**config.mk**
```make
export PLATFORM = sky130hd
export DESIGN_NAME = dma_periph_buffer
export DESIGN_NICKNAME = d
export VERILOG_FILES = /design/src/rtl/dma_periph_buffer.sv
export SDC_FILE = /design/constraint.sdc
export NUM_CORES = 1
export LEC_CHECK = 0
export CAP_MARGIN = 20
export CORE_UTILIZATION = 50
export CTS_CLUSTER_DIAMETER = 40
export DETAILED_ROUTE_END_ITERATION = 8
export PLACE_DENSITY_LB_ADDON = 0.12
export SKIP_CTS_REPAIR_TIMING = 1
export SYNTH_ARGS = -nofsm -noshare
export SYNTH_HDL_FRONTEND = slang
export SYNTH_SLANG_ARGS = --single-unit
```
**constraint.sdc**
```tcl
create_clock -name clk -period 13.8 [get_ports clk]
set_input_delay 2.76 -clock clk [delete_from_list [all_inputs] [get_ports clk]]
set_output_delay 2.76 -clock clk [all_outputs]
set_load 0.05 [all_outputs]
```
**src/rtl/dma_periph_buffer.sv**
```systemverilog
// Peripheral-side elastic FIFO for the DMA engine: first-word-fall-through read port,
// watermark burst request, flush drain of partial bursts and sticky error flags.
module dma_periph_buffer #(
    parameter int DATA_W    = 32,
    parameter int DEPTH     = 8,
    parameter int ADDR_W    = 3,
    parameter int WATERMARK = 4
) (
    input  logic              clk,
    input  logic              reset,
    input  logic              in_valid,
    input  logic [DATA_W-1:0] in_data,
    output logic              in_ready,
    output logic              peripheral_data_ready,
    output logic [DATA_W-1:0] peripheral_data,
    input  logic              peripheral_read,
    input  logic              flush,
    output logic              dma_req,
    output logic              flush_done,
    output logic [ADDR_W:0]   count,
    output logic              overflow,
    output logic              underflow,
    input  logic              clear_err
);

    typedef enum logic [1:0] {
        IDLE  = 2'd0,
        BURST = 2'd1,
        FLUSH = 2'd2
    } state_t;

    localparam logic [ADDR_W:0] FULL_LEVEL = (ADDR_W+1)'(DEPTH);
    localparam logic [ADDR_W:0] WM_LEVEL   = (ADDR_W+1)'(WATERMARK);

    logic [DATA_W-1:0] r_mem [DEPTH];
    logic [ADDR_W-1:0] r_wr_ptr;
    logic [ADDR_W-1:0] r_rd_ptr;
    logic [ADDR_W:0]   r_count;
    state_t            r_state;
    logic              r_flush_pending;
    logic              r_dma_req;
    logic              r_flush_done;
    logic              r_overflow;
    logic              r_underflow;

    logic              w_push;
    logic              w_pop;
    logic [ADDR_W:0]   w_count_nxt;
    state_t            w_state_nxt;
    logic              w_flush_done_nxt;
    logic              w_clear_pending;

    // Handshake readiness comes only from the registered fill level.
    assign in_ready              = (r_count != FULL_LEVEL);
    assign peripheral_data_ready = (r_count != '0);
    assign peripheral_data       = peripheral_data_ready ? r_mem[r_rd_ptr] : '0;
    assign count                 = r_count;
    assign dma_req               = r_dma_req;
    assign flush_done            = r_flush_done;
    assign overflow              = r_overflow;
    assign underflow             = r_underflow;

    assign w_push = in_valid & in_ready;
    assign w_pop  = peripheral_read & peripheral_data_ready;

    always_comb begin
        w_count_nxt = r_count;
        if (w_push && !w_pop) begin
            w_count_nxt = r_count + (ADDR_W+1)'(1);
        end else if (!w_push && w_pop) begin
            w_count_nxt = r_count - (ADDR_W+1)'(1);
        end
    end

    always_ff @(posedge clk) begin
        if (w_push) begin
            r_mem[r_wr_ptr] <= in_data;
        end
    end

    always_ff @(posedge clk) begin
        if (reset) begin
            r_wr_ptr    <= '0;
            r_rd_ptr    <= '0;
            r_count     <= '0;
            r_overflow  <= 1'b0;
            r_underflow <= 1'b0;
        end else begin
            if (w_push) begin
                r_wr_ptr <= r_wr_ptr + ADDR_W'(1);
            end
            if (w_pop) begin
                r_rd_ptr <= r_rd_ptr + ADDR_W'(1);
            end
            r_count <= w_count_nxt;
            // A fresh error event outranks clear_err in the same cycle.
            r_overflow  <= (r_overflow & ~clear_err) | (in_valid & ~in_ready);
            r_underflow <= (r_underflow & ~clear_err) | (peripheral_read & ~peripheral_data_ready);
        end
    end

    always_comb begin
        w_state_nxt      = r_state;
        w_flush_done_nxt = 1'b0;
        w_clear_pending  = 1'b0;
        case (r_state)
            IDLE: begin
                if (r_flush_pending && (w_count_nxt != '0)) begin
                    w_state_nxt = FLUSH;
                end else if (w_count_nxt >= WM_LEVEL) begin
                    w_state_nxt = BURST;
                end else if (r_flush_pending) begin
                    w_flush_done_nxt = 1'b1;
                    w_clear_pending  = 1'b1;
                end
            end
            BURST: begin
                // A flush raised mid-burst completes when the burst drains.
                if (w_count_nxt == '0) begin
                    w_state_nxt      = IDLE;
                    w_flush_done_nxt = r_flush_pending;
                    w_clear_pending  = r_flush_pending;
                end
            end
            FLUSH: begin
                if (w_count_nxt == '0) begin
                    w_state_nxt      = IDLE;
                    w_flush_done_nxt = 1'b1;
                    w_clear_pending  = 1'b1;
                end
            end
            default: begin
                w_state_nxt = IDLE;
            end
        endcase
    end

    always_ff @(posedge clk) begin
        if (reset) begin
            r_state         <= IDLE;
            r_flush_pending <= 1'b0;
            r_dma_req       <= 1'b0;
            r_flush_done    <= 1'b0;
        end else begin
            r_state         <= w_state_nxt;
            r_flush_pending <= (r_flush_pending & ~w_clear_pending) | flush;
            r_dma_req       <= (w_state_nxt != IDLE);
            r_flush_done    <= w_flush_done_nxt;
        end
    end

endmodule

```
==> metrics <==
status=finished clean; clock-pin slew on the worst setup and hold paths=0.05 ns; worst hold start=r_rd_ptr[1]; Final period util=45.7%; Fillers=1474; vias in the first global route=5653; commonest non-fill, non-tap cell in the layout=edfxtp_1; worst r2r path cells=7; DIE WIDTH=149 microns; DRT iter0 DRCs=359; RSZ-0062 raised after global routing=no; endpoints failing hold=0; cell count along the critical path=5; setup ws final=7.49 ns; Clk Latency, worst-skew pair=0.51 ns; Max Slew Vio Count=0; Worst Hold Depth=2; GP Congestion=0.745; dominant cell type by area after synthesis=edfxtp_1; share of the synthesized area in the top cell type=70.8%; Inserted Diodes=0; CP Launch Type=flop; Least-Margin Pin Slew=0.981 ns; largest net degree at the start of global routing=65; initial antenna violation count=0; setup violators final=0; Root Driver=clkbuf_16; CTS Sinks=276; worst path arrival time=3.55 ns; Buf/Inv on CP=2; DR vias/cell=5.66; layout cells sized above 1=23.9%; TritonRoute pass-1 iters=4; WP data required=11.04 ns; Vias=5391; Post-synth ARST share=0%; Seq/Total Area, Yosys=74.5%; Pleak=0.00422 uW; predominant post-synthesis flop cell=edfxtp_1; DRT Wirelength=20900 microns; DRC viols=0; CP peak stage delay=0.77 ns; crit-path leading delay family=buffers and inverters; Critical R2R Launch=count[0]; register area=8100 sq um; crit-path cells=buf_4 -> mux4_2 -> mux2i_1 -> nor2_1 -> clkdlybuf4s50_1; htree depth=2; Cell variety after synth=47; TNS Setup=0 ns; initial core utilization=51.3%; CP max-delay cell=dfxtp_4; achievable frequency=159 MHz; first-pass GRT wire length=31900 microns; top cells by area, synth=edfxtp_1 71%, mux4_2 13%, dfxtp_1 3.7%; max_cap viols=0; hold slack=0.499 ns; Avg Inst Size Synth=19.9 sq um; #FFs+latches synth=276; power per cell area=216 nW/um^2; Core Util, Final=62.8%; total gr overflow=0; Synth Instances=546; EDFF count, synth=256; r2r setup slk=10.85 ns; FP Rows=53; ANT nets after route=0; commonest non-fill, non-tap cells in the layout=256 x edfxtp_1, 79 x clkdlybuf4s50_1, 64 x mux4_2; TritonCTS Buffers=37; hold crit path type=reg2reg; Worst Setup Path Type=reg2out; syn nets=592; Crit. End Element=output pin; Tmin final=6.31 ns; pre-CTS setup slack=7.92 ns; Core ar.=21200 sq um; yosys warns=0; Slew HR=34.6%; synthesized area=10900 sq um; clock skew=0.00679 ns; IO buf count=79; Die H=149 microns; num ports=80; HPWL Detailed=11000 microns; Worst Path Max Fanout=34; Global Route Usage Sum=19.7%; CTS Buffer Depth=3; multi-input gate area in the final layout=2660 sq um; layout net count=695; CTS tree=yes; Peak VDD IR=0.000170 V; drt wl/cell=21.9 microns; die area=22300 sq um; Syn-to-layout area delta=22.4%
-- worst paths after layout --
path	to
hold reg to reg	flop
hold / removal	flop
setup / recovery	peripheral_data[31]
setup reg to reg	r_mem[4][25]
-- through the flow --
step / instance area [sq um] / total power [uW] / instances
2_1_floorplan: 10900 / 1660 / 546
3_3_place_gp: 12000 / 1920 / 885
3_5_place_dp: 12000 / 1930 / 885
4_1_cts: 13300 / 2900 / 953
5_1_grt: 13300 / 2980 / 953
6_report: 13300 / 2860 / 953
-- layer usage --
metal,share of wire (%),track usage [%],vias up
li1,-,-,2424
met4,2.2,7.30,0
met3,5.3,3.82,39
met5,0,0,-
met2,51,33.7,157
met1,41,25.1,2771
-- cells in the mapped netlist (2+ instances only) --
cell type  count
edfxtp_1     256
mux4_2        64
nor2_1        50
mux2i_1       33
dfxtp_1       20
nand2_1       17
clkbuf_1      16
a21oi_1       10
ha_1           8
nor3_1         8
buf_2          6
inv_1          5
inv_2          4
xor2_1         4
a211oi_1       3
buf_1          3
nand2b_1       3
and3_4         2
buf_4          2
nand3_1        2
nor2b_1        2
o21a_1         2
o21ai_0        2
-- worst register-to-register path: cells and delay by family, from the launching register on --
family,cells,cell delay (ns)
AND/OR/NAND/NOR,4,1.19
adder cells (fa/ha/maj),1,0.30
flip-flops,1,0.46
buffers and inverters,2,0.63
-- final cells by class --
cell class,count,area share [%]
Clock inverter,24,2.03
Clock buffer,44,7.49
Timing Repair Buffer,91,6.63
Multi-Input combinational cell,234,20.0
Sequential cell,276,61.0
Inverter,9,0.254
Tap cell,275,2.59
-- sequential cells by signal, summed over array words and instances, names as in the netlist, named ones only --
register / cells
r_wr_ptr: 3
flush_done: 1
r_flush_pending: 1
r_mem: 256
dma_req: 1
overflow: 1
count: 4
underflow: 1
r_state: 2
r_rd_ptr: 3
-- logic make-up (layout without fill, tap and decap cells) --
group,after synthesis,in the layout,synth area share (%)
AO/OA/AOI/OAI,30,30,2.33
XOR/XNOR,5,5,0.404
AND/OR/NAND/NOR,94,94,4.09
multiplexers,97,97,16.3
buffers and inverters,36,168,1.38
adder cells (fa/ha/maj),8,8,0.923
flip-flops,276,276,74.5
-- report_power, final --
group | total [uW] | switching (uW) | internal (uW) | leakage [uW]
clock | 957 | 357 | 600 | 0.000609
combinational | 873 | 546 | 327 | 0.00112
sequential | 1030 | 57.2 | 977 | 0.00249
total | 2860 | 960 | 1900 | 0.00422
Note: power is estimated with default switching activity, not from simulation.
